--- config.mk ---
export PLATFORM = sky130hd
export DESIGN_NAME = router_pkt_src_flat
export DESIGN_NICKNAME = d
export VERILOG_FILES = /design/src/rtl/router_pkt_src_if.sv /design/src/rtl/router_pkt_src.sv /design/src/flat_wrapper.sv
export SDC_FILE = /design/constraint.sdc
export NUM_CORES = 1
export LEC_CHECK = 0
export ABC_AREA = 1
export CORE_MARGIN = 2
export CORE_UTILIZATION = 40
export CTS_BUF_LIST = sky130_fd_sc_hd__clkbuf_8
export CTS_CLUSTER_SIZE = 28
export DETAILED_ROUTE_END_ITERATION = 10
export DONT_BUFFER_PORTS = 1
export PLACE_DENSITY_LB_ADDON = 0.2
export SYNTH_ARGS = -nofsm -noshare
export SYNTH_HDL_FRONTEND = slang
export SYNTH_SLANG_ARGS = --single-unit
--- constraint.sdc ---
create_clock -name clock -period 2.6 [get_ports clock]
set_input_delay 0.78 -clock clock [delete_from_list [all_inputs] [get_ports clock]]
set_output_delay 0.78 -clock clock [all_outputs]
set_load 0.01 [all_outputs]
--- src/rtl/router_pkt_src_if.sv ---
// Byte-stream bundle between a packet requester, the packet source and the router.
// The master side is the packet source; the slave side requests packets and models the router.
interface router_pkt_src_if;
  logic       start;
  logic [1:0] dest_addr;
  logic [5:0] payload_len;
  logic [7:0] seed;
  logic       err_inject;
  logic       busy;
  logic [7:0] data_out;
  logic       pkt_valid;
  logic       active;
  logic       done;
  logic       illegal;

  modport master (
    input  start, dest_addr, payload_len, seed, err_inject, busy,
    output data_out, pkt_valid, active, done, illegal
  );

  modport slave (
    output start, dest_addr, payload_len, seed, err_inject, busy,
    input  data_out, pkt_valid, active, done, illegal
  );
endinterface

--- src/rtl/router_pkt_src.sv ---
// Packet source for the router: emits header, incrementing payload and an XOR parity byte,
// stalling on router back-pressure. All outputs are registered.
module router_pkt_src (
  input  logic               clock,
  input  logic               resetn,
  router_pkt_src_if.master   bus
);

  typedef enum logic [2:0] {
    IDLE    = 3'd0,
    HEADER  = 3'd1,
    PAYLOAD = 3'd2,
    PARITY  = 3'd3,
    DONE    = 3'd4
  } state_t;

  state_t     state;
  logic [7:0] data_q;
  logic       pkt_valid_q;
  logic       active_q;
  logic       done_q;
  logic       illegal_q;
  logic [7:0] parity_q;
  logic [5:0] cnt_q;
  logic [5:0] len_q;
  logic [7:0] seed_q;
  logic       err_q;

  logic       req_illegal;
  logic [7:0] parity_next;

  assign req_illegal = (bus.dest_addr == 2'd3) || (bus.payload_len == 6'd0);
  // Running parity including the byte currently on the bus, used when that byte is accepted.
  assign parity_next = parity_q ^ data_q;

  assign bus.data_out  = data_q;
  assign bus.pkt_valid = pkt_valid_q;
  assign bus.active    = active_q;
  assign bus.done      = done_q;
  assign bus.illegal   = illegal_q;

  // NOTE: every register here, including the latched request fields, is reset so that an
  // aborted packet leaves no stale length, seed or parity behind; sequential state uses <= only
  // so that all right-hand sides see pre-edge values.
  always_ff @(posedge clock or negedge resetn) begin
    if (!resetn) begin
      state       <= IDLE;
      data_q      <= 8'h00;
      pkt_valid_q <= 1'b0;
      active_q    <= 1'b0;
      done_q      <= 1'b0;
      illegal_q   <= 1'b0;
      parity_q    <= 8'h00;
      cnt_q       <= 6'd0;
      len_q       <= 6'd0;
      seed_q      <= 8'h00;
      err_q       <= 1'b0;
    end else begin
      done_q    <= 1'b0;
      illegal_q <= 1'b0;
      case (state)
        IDLE: begin
          if (bus.start) begin
            if (req_illegal) begin
              illegal_q <= 1'b1;
            end else begin
              len_q       <= bus.payload_len;
              seed_q      <= bus.seed;
              err_q       <= bus.err_inject;
              parity_q    <= 8'h00;
              cnt_q       <= 6'd0;
              data_q      <= {bus.payload_len, bus.dest_addr};
              pkt_valid_q <= 1'b1;
              active_q    <= 1'b1;
              state       <= HEADER;
            end
          end
        end

        HEADER: begin
          if (!bus.busy) begin
            parity_q <= parity_next;
            data_q   <= seed_q;
            cnt_q    <= 6'd0;
            state    <= PAYLOAD;
          end
        end

        PAYLOAD: begin
          if (!bus.busy) begin
            parity_q <= parity_next;
            if (cnt_q == len_q - 6'd1) begin
              data_q      <= parity_next ^ {7'd0, err_q};
              pkt_valid_q <= 1'b0;
              state       <= PARITY;
            end else begin
              cnt_q  <= cnt_q + 6'd1;
              data_q <= data_q + 8'd1;
            end
          end
        end

        PARITY: begin
          if (!bus.busy) begin
            data_q   <= 8'h00;
            active_q <= 1'b0;
            done_q   <= 1'b1;
            state    <= DONE;
          end
        end

        DONE: begin
          state <= IDLE;
        end

        default: begin
          data_q      <= 8'h00;
          pkt_valid_q <= 1'b0;
          active_q    <= 1'b0;
          state       <= IDLE;
        end
      endcase
    end
  end

endmodule

--- src/flat_wrapper.sv ---
// flat-port wrapper written by rule: the top's interface ports become plain ports
module router_pkt_src_flat 
  (clock, resetn, bus_start, bus_dest_addr, bus_payload_len, bus_seed, bus_err_inject, bus_busy, bus_data_out, bus_pkt_valid, bus_active, bus_done, bus_illegal);
  router_pkt_src_if bus_i ();
  input  logic clock;
  input  logic resetn;
  input wire logic [$bits(bus_i.start)-1:0] bus_start;
  input wire logic [$bits(bus_i.dest_addr)-1:0] bus_dest_addr;
  input wire logic [$bits(bus_i.payload_len)-1:0] bus_payload_len;
  input wire logic [$bits(bus_i.seed)-1:0] bus_seed;
  input wire logic [$bits(bus_i.err_inject)-1:0] bus_err_inject;
  input wire logic [$bits(bus_i.busy)-1:0] bus_busy;
  output wire logic [$bits(bus_i.data_out)-1:0] bus_data_out;
  output wire logic [$bits(bus_i.pkt_valid)-1:0] bus_pkt_valid;
  output wire logic [$bits(bus_i.active)-1:0] bus_active;
  output wire logic [$bits(bus_i.done)-1:0] bus_done;
  output wire logic [$bits(bus_i.illegal)-1:0] bus_illegal;
  assign bus_i.start = bus_start;
  assign bus_i.dest_addr = bus_dest_addr;
  assign bus_i.payload_len = bus_payload_len;
  assign bus_i.seed = bus_seed;
  assign bus_i.err_inject = bus_err_inject;
  assign bus_i.busy = bus_busy;
  assign bus_data_out = bus_i.data_out;
  assign bus_pkt_valid = bus_i.pkt_valid;
  assign bus_active = bus_i.active;
  assign bus_done = bus_i.done;
  assign bus_illegal = bus_i.illegal;
  router_pkt_src u_core (.clock(clock), .resetn(resetn), .bus(bus_i));
endmodule
==> results.md, run 1 <==
- Crit path time final: 2060 ps
- Final WS setup: around 540 ps
- Core Area: between 0.006 and 0.007 mm²
- RePlAce Congestion: about 0.84
- Depth of the CTS H-tree: 2
- Synth-to-Final Area Change: 6.04%
- CTS sink cnt: 44
- Initial Utilization: approximately two fifths
- Hold Crit Class: in -> async
- Area after DPL: 0.00281 mm²
- Die X: 86.7 µm
- I/O Pins: 33
- Cts-stage hold buffer count: 0
- Critical path type: reg -> reg
- Avg WL per Cell: around 15 µm
- VDD IR max: 0.000659 V
- RSZ-0062 raised after global routing: false
- Vias after detailed routing: about 2,300
- Critical Path AT: 2250 ps
- # Post-CTS Setup Buffers: 0
- Reg2Reg Depth: 9
- CTS tree: done
- Placed insts: between 400 and 500
- CTS buffer count: 5
- Die Y: approximately 87 µm
- HPWL after DPL: slightly below 5000 µm
- Cells after synthesis: between 300 and 400
- Netlist Area Pre-Place: about 0.0027 mm²
- Hold Vio Cnt, Final: 0
- Final Skew: between 10 and 15 ps
- Pin count of the biggest net entering global routing: between 40 and 50
- Sequential power share: between 30% and 40%
- Distinct cells, synth: 34
- Post-DRT Antenna Nets: 0
- Share of cells above drive strength 1: around a tenth
- Worst r2r src: u_core.state[2]
- Max-slew headroom: 71.9%
- Iter 0 DRT Violations: between 100 and 150
- Pleak: 1.47 nW
- Worst reg-to-reg setup slack: ~540 ps
- #FFs+latches synth: between 40 and 50
- N_diodes: 0
- GR Util All Layers: between 10% and 20%
- Final setup fails: 0
- Net Switching: roughly 1.9 mW
- Root Buffer: clkbuf_8
- Clk pin slew, worst setup/hold paths: 90 ps
- Post-route insts no fill: 450
- Port Buffers: 0
- Drt first pass iters: 4
- Die ar.: around 0.0075 mm²
- Clock power frac: ~13%
- Fin crit share: roughly four fifths
- Int Power: approximately 1.8 mW
- Slew @ Worst Pin: 420 ps
- Antenna violations before repair: 0
- First-pass GRT wire length: between 10,000 and 15,000 µm
- CP Launch Type: flip-flop
- Clock buffer depth: 2
- Fin util: 43.1%
- WP data required: ~2800 ps
- Max Clock Freq: 487 MHz
- Number of max-cap violations: 0
- DRC: 0
- Vias per cell: 5.19
- WL final: 6610 µm
- Worst-Skew Late Latency: 310 ps
- Design area: 0.00290 mm²
- R2R Path End: u_core.seed_q[0]
- Register area share after synthesis: 40.3%
- Net count, final: 393
- CP max FO: 26
- Vias in the first global route: roughly 2,200
- Pwr Density: around 1300 mW/mm²
- Max-slew violation count: 0
- Sw Ratio: 50.9%
- Filler cell count: slightly above 700
- Setup_tns: 0 ps
- Logic pwr share: a little over half
- Post-cts resize count: 0
- Status: complete, no violations
- Endpoint class of the critical path: flip-flop
- Synth Net Count: slightly below 400
- GRT overflow: 0
- Pre-CTS WS: between 400 and 500 ps
- Avg Cell Area, Syn: around 7.5 µm²
- Core Rows: 30
- Yosys warnings: 0
-- final cells by class --
| class | count | area (µm²) | share of cell area (%) |
|---|---|---|---|
| tap | 80 | 100 | 3.45 |
| timing repair buffer | 4 | 30.0 | 1.04 |
| sequential | 44 | 1100 | 38.0 |
| inverter | 40 | 155 | 5.35 |
| clock inverter | 2 | 11.3 | 0.388 |
| clock buffer | 6 | 82.6 | 2.85 |
| multi-input combinational | 274 | 1420 | 48.9 |
-- per-stage QoR --
stage / total power, mW / hold WS [ps]
4_1_cts: 3.75 / 154
5_1_grt: 4.10 / 143
3_3_place_gp: 3.25 / 459
6_report: 3.73 / 153
2_1_floorplan: 2.85 / 443
3_5_place_dp: 3.28 / 466
-- power groups by stage --
stage | registers (mW) | clock network, mW | logic (mW)
2_1_floorplan | 1.17 | 0 | 1.68
3_3_place_gp | 1.25 | 0 | 2.00
3_5_place_dp | 1.25 | 0 | 2.03
4_1_cts | 1.24 | 0.474 | 2.04
5_1_grt | 1.28 | 0.495 | 2.33
6_report | 1.24 | 0.468 | 2.02
-- cells in the final DEF (no fill, tap or decap), types with 2 or more instances in the layout --
cell      count
a21oi_1       3
buf_4         4
clkbuf_8      6
dfrtp_1      44
ha_1          3
inv_1        35
inv_2         3
inv_4         2
nand2_1     130
nand2_2       2
nand2_4       5
nand3_1      38
nand3b_1      2
nand4_1      10
nor2_1       27
nor2_4        2
nor4_1        2
o21ai_0      13
o21ai_2       6
o21ai_4       2
xnor2_1      13
xor2_1        8
-- cell usage after synthesis, drive strengths merged --
cell | n | area, µm²
a21oi | 4 | 23.8
buf | 7 | 55.1
clkbuf | 1 | 3.75
clkinv | 1 | 3.75
dfrtp | 44 | 1100
ha | 3 | 37.5
inv | 39 | 151
nand2 | 137 | 557
nand3 | 39 | 208
nand3b | 2 | 15.0
nand4 | 10 | 62.6
nor2 | 30 | 130
nor3 | 2 | 21.3
nor4 | 2 | 12.5
o21ai | 22 | 155
o22ai | 1 | 6.26
or2 | 1 | 6.26
xnor2 | 13 | 114
xor2 | 8 | 70.1
-- logic make-up (layout without fill, tap and decap cells) --
| group | Yosys count | after routing | synth area share, % |
|---|---|---|---|
| adder cells (fa/ha/maj) | 3 | 3 | 1.37 |
| AND/OR/NAND/NOR | 223 | 223 | 37.0 |
| buffers and inverters | 48 | 52 | 7.83 |
| AO/OA/AOI/OAI | 27 | 27 | 6.77 |
| flip-flops | 44 | 44 | 40.3 |
| XOR/XNOR | 21 | 21 | 6.73 |
-- routing by layer --
layer,vias to the layer above,GRT usage [%],wire (µm)
met5,-,0,0
met4,0,6.11,126
met3,11,2.95,320
met2,50,31.0,3090
met1,1102,26.1,3080
li1,1171,-,-
-- worst max path at each step --
stage / startpoint / slack, ps / end / depth (start not counted)
floorplan: bus_payload_len[2] / 740 / u_core.len_q[4] / 10
CTS: u_core.state[2] / 540 / u_core.seed_q[0] / 9
global route: u_core.state[2] / 360 / u_core.seed_q[0] / 9
global placement: bus_payload_len[5] / 460 / u_core.seed_q[0] / 9
finish: u_core.state[2] / 540 / u_core.seed_q[0] / 9
detailed placement: bus_payload_len[5] / 420 / u_core.seed_q[0] / 9
-- worst max-delay path, stage by stage, from the launching register on --
cell,delay (ps)
dfrtp_1,540
nor2_2,100
nand2_4,130
inv_4,100
nand2_2,110
nand2_4,70
nor3_4,340
nand2_4,290
nor2_1,220
a21oi_2,40
-- state kept, by name (all words and copies together), names as in the netlist --
name,flops
u_core.bus.active,1
u_core.bus.data_out,8
u_core.bus.done,1
u_core.bus.illegal,1
u_core.bus.pkt_valid,1
u_core.cnt_q,6
u_core.err_q,1
u_core.len_q,6
u_core.parity_q,8
u_core.seed_q,8
u_core.state,3
No activity file was read; power rests on OpenSTA's default activity.
==> run 2: changes to the inputs <==
- clock period: 2.6 -> 1.8 ns (I/O delays scaled with it)
==> run 2 against run 1 <==
The run now ends with negative setup slack left; non-clock buffer count grew 19; combinational power grew 73%; sequential share of layout area shrank 2.6 points; design area grew 7.7%; sequential power grew 44%; total power grew 57%; count of clock-buffer cells in the layout shrank 1; clock skew shrank 7.3 ps; core utilization grew 3.3 points.
==> results.md, run 2 (synthesis results as in run 1) <==
- Status: finished with violations
- Failing checks: negative setup slack
- RSZ-0062 raised after global routing: true
- CTS sink cnt: 44 (unchanged)
- Worst r2r src: u_core.len_q[1]
- Depth of the CTS H-tree: 2 (unchanged)
- Share of cells above drive strength 1: 18.0% (+8.0 points)
- Number of max-cap violations: 0 (unchanged)
- Critical Path AT: 2000 ps (-250 ps)
- RePlAce Congestion: 0.863 (+3.0%)
- Max-slew violation count: 0 (unchanged)
- Setup_tns: -25.0 ps (-25.0 ps)
- Fin util: 46.5% (+3.3 points)
- Commonest non-fill, non-tap cell in the layout: nand2_1
- Clk pin slew, worst setup/hold paths: 80 ps (about the same)
- CTS buffer count: 5 (unchanged)
- N_diodes: 0 (unchanged)
- Hold Crit Class: in -> async
- Vias after detailed routing: 2,351 (+0.73%)
- Drt first pass iters: 4 (unchanged)
- Port Buffers: 0 (unchanged)
- Endpoint class of the critical path: flip-flop
- WL final: 6590 µm (-0.35%)
- Hold Vio Cnt, Final: 0 (unchanged)
- Filler cell count: 666 (-5.9%)
- HPWL after DPL: 4770 µm (-0.93%)
- Final Skew: 3.81 ps (-7.26 ps)
- Net count, final: 413 (+5.1%)
- Core Area: 0.00672 mm² (unchanged)
- Pwr Density: 1880 mW/mm² (+46%)
- CP max FO: 7 (-73%)
- Max-slew headroom: 77.2% (+5.3 points)
- Iter 0 DRT Violations: 137 (+33%)
- Most frequent cells in the layout: nand2_1 (126), dfrtp_1 (42), nand3_1 (36)
- Max Clock Freq: 553 MHz (+14%)
- CTS tree: done
- Pleak: 1.58 nW (+7.0%)
- GR Util All Layers: 19.1% (-0.025 points)
- Vias in the first global route: 2,343 (+4.6%)
- Clock buffer depth: 2 (unchanged)
- First-pass GRT wire length: 11,300 µm (unchanged)
- Avg WL per Cell: 14.0 µm (-4.4%)
- CP Launch Type: flip-flop
- Initial Utilization: 40.7% (unchanged)
- Vias per cell: 5.01 (-3.4%)
- Crit path time final: 1810 ps (-245 ps)
- Post-DRT Antenna Nets: 0 (unchanged)
- Final setup fails: 4 (+4)
- Synth-to-Final Area Change: 14.2%
- Final Total Pwr: 5.86 mW (+57%)
- Final WS setup: -9.73 ps (-555 ps)
- Antenna violations before repair: 0 (unchanged)
- Worst-Skew Late Latency: 290 ps (-20 ps)
- VDD IR max: 0.000747 V (+13%)
- Slowest-stage cell, CP: dfrtp_1
- DRC: 0 (unchanged)
- Pin count of the biggest net entering global routing: 45 (unchanged)
- Critical path type: reg -> reg
- Fin crit share: 101% (+21 points)
- Core Rows: 30 (unchanged)
- Die Y: 86.7 µm (unchanged)
- CP startpoint: u_core.len_q[1]
- Slew @ Worst Pin: 338 ps (-81.9 ps)
- Slowest stage delay, CP: 400 ps (-140 ps)
- Worst path cell trace: buf_4, nor2_2, nand3_2, o21ai_1, nand2_4, nand3_4, nand2_4, o21ai_4, nand2_4, nand2_1, nand2_1
- R2R Path End: u_core.cnt_q[1]
- WP data required: 1990 ps (-810 ps)
- Die ar.: 0.00751 mm² (unchanged)
- Root Buffer: clkbuf_8
- Reg2Reg Depth: 11 (+2)
- Worst reg-to-reg setup slack: -10 ps (-550 ps)
- Die X: 86.7 µm (unchanged)
- I/O Pins: 33 (unchanged)
- Most used cell, CP: nand2_4
- GRT overflow: 0 (unchanged)
-- run 2: where the power goes --
| part | switching [mW] | total [mW] | internal, mW |
|---|---|---|---|
| Sequential | 0.406 | 1.78 | 1.38 |
| Combinational | 2.17 | 3.50 | 1.32 |
| Clock | 0.327 | 0.586 | 0.259 |
-- run 2: worst max-delay path by stage --
stage | endpoint | slack, ps | depth (start not counted)
finish | u_core.cnt_q[1] | -10 | 11
global route | u_core.cnt_q[5] | -120 | 14
CTS | u_core.cnt_q[4] | -20 | 14
detailed placement | u_core.state[0] | -50 | 13
global placement | u_core.state[0] | -50 | 13
floorplan | u_core.state[1] | 20 | 13
-- run 2: critical path: cells and delay by family (launching register included) --
kind,cells,cell delay (ps)
compound gates,2,360
buf+inv,1,150
simple gates,8,820
flops,1,400
-- run 2: layout make-up --
type	instances	area (µm²)	area share (%)
Clock buffer	5	68.8	2.20
Clock inverter	2	8.76	0.280
Inverter	40	155	4.97
Multi-Input combinational cell	275	1490	47.7
Sequential cell	44	1100	35.3
Tap cell	80	100	3.21
Timing Repair Buffer	23	196	6.29
-- run 2: what timing repair did --
| action | in CTS | in global routing |
|---|---|---|
| pin swaps | 9 | 18 |
| hold buffers | 1 | 0 |
| gates cloned | 1 | 0 |
| setup buffers | 3 | 1 |
| setup endpoints to repair | 12 | 30 |
| endpoints found under the hold margin | 44 | 0 |
| gates resized for setup | 4 | 19 |
-- run 2: metal layers --
layer | vias to the layer above | share of wire, % | GRT usage, %
met5 | - | 0 | 0
met3 | 6 | 4.4 | 4.76
li1 | 1208 | - | -
met2 | 53 | 47 | 29.5
met4 | 0 | 0.99 | 4.55
met1 | 1084 | 48 | 26.9
-- run 2: metrics by stage --
| step | instances | instance area [µm²] | hold WS [ps] | worst slack, ps |
|---|---|---|---|---|
| 3_5_place_dp | 456 | 2910 | 246 | -49.7 |
| 4_1_cts | 468 | 3060 | 81.5 | -16.5 |
| 2_1_floorplan | 366 | 2730 | 244 | 18.1 |
| 6_report | 469 | 3120 | 71.2 | -9.73 |
| 3_3_place_gp | 456 | 2910 | 246 | -48.5 |
| 5_1_grt | 469 | 3120 | 69.0 | -117 |
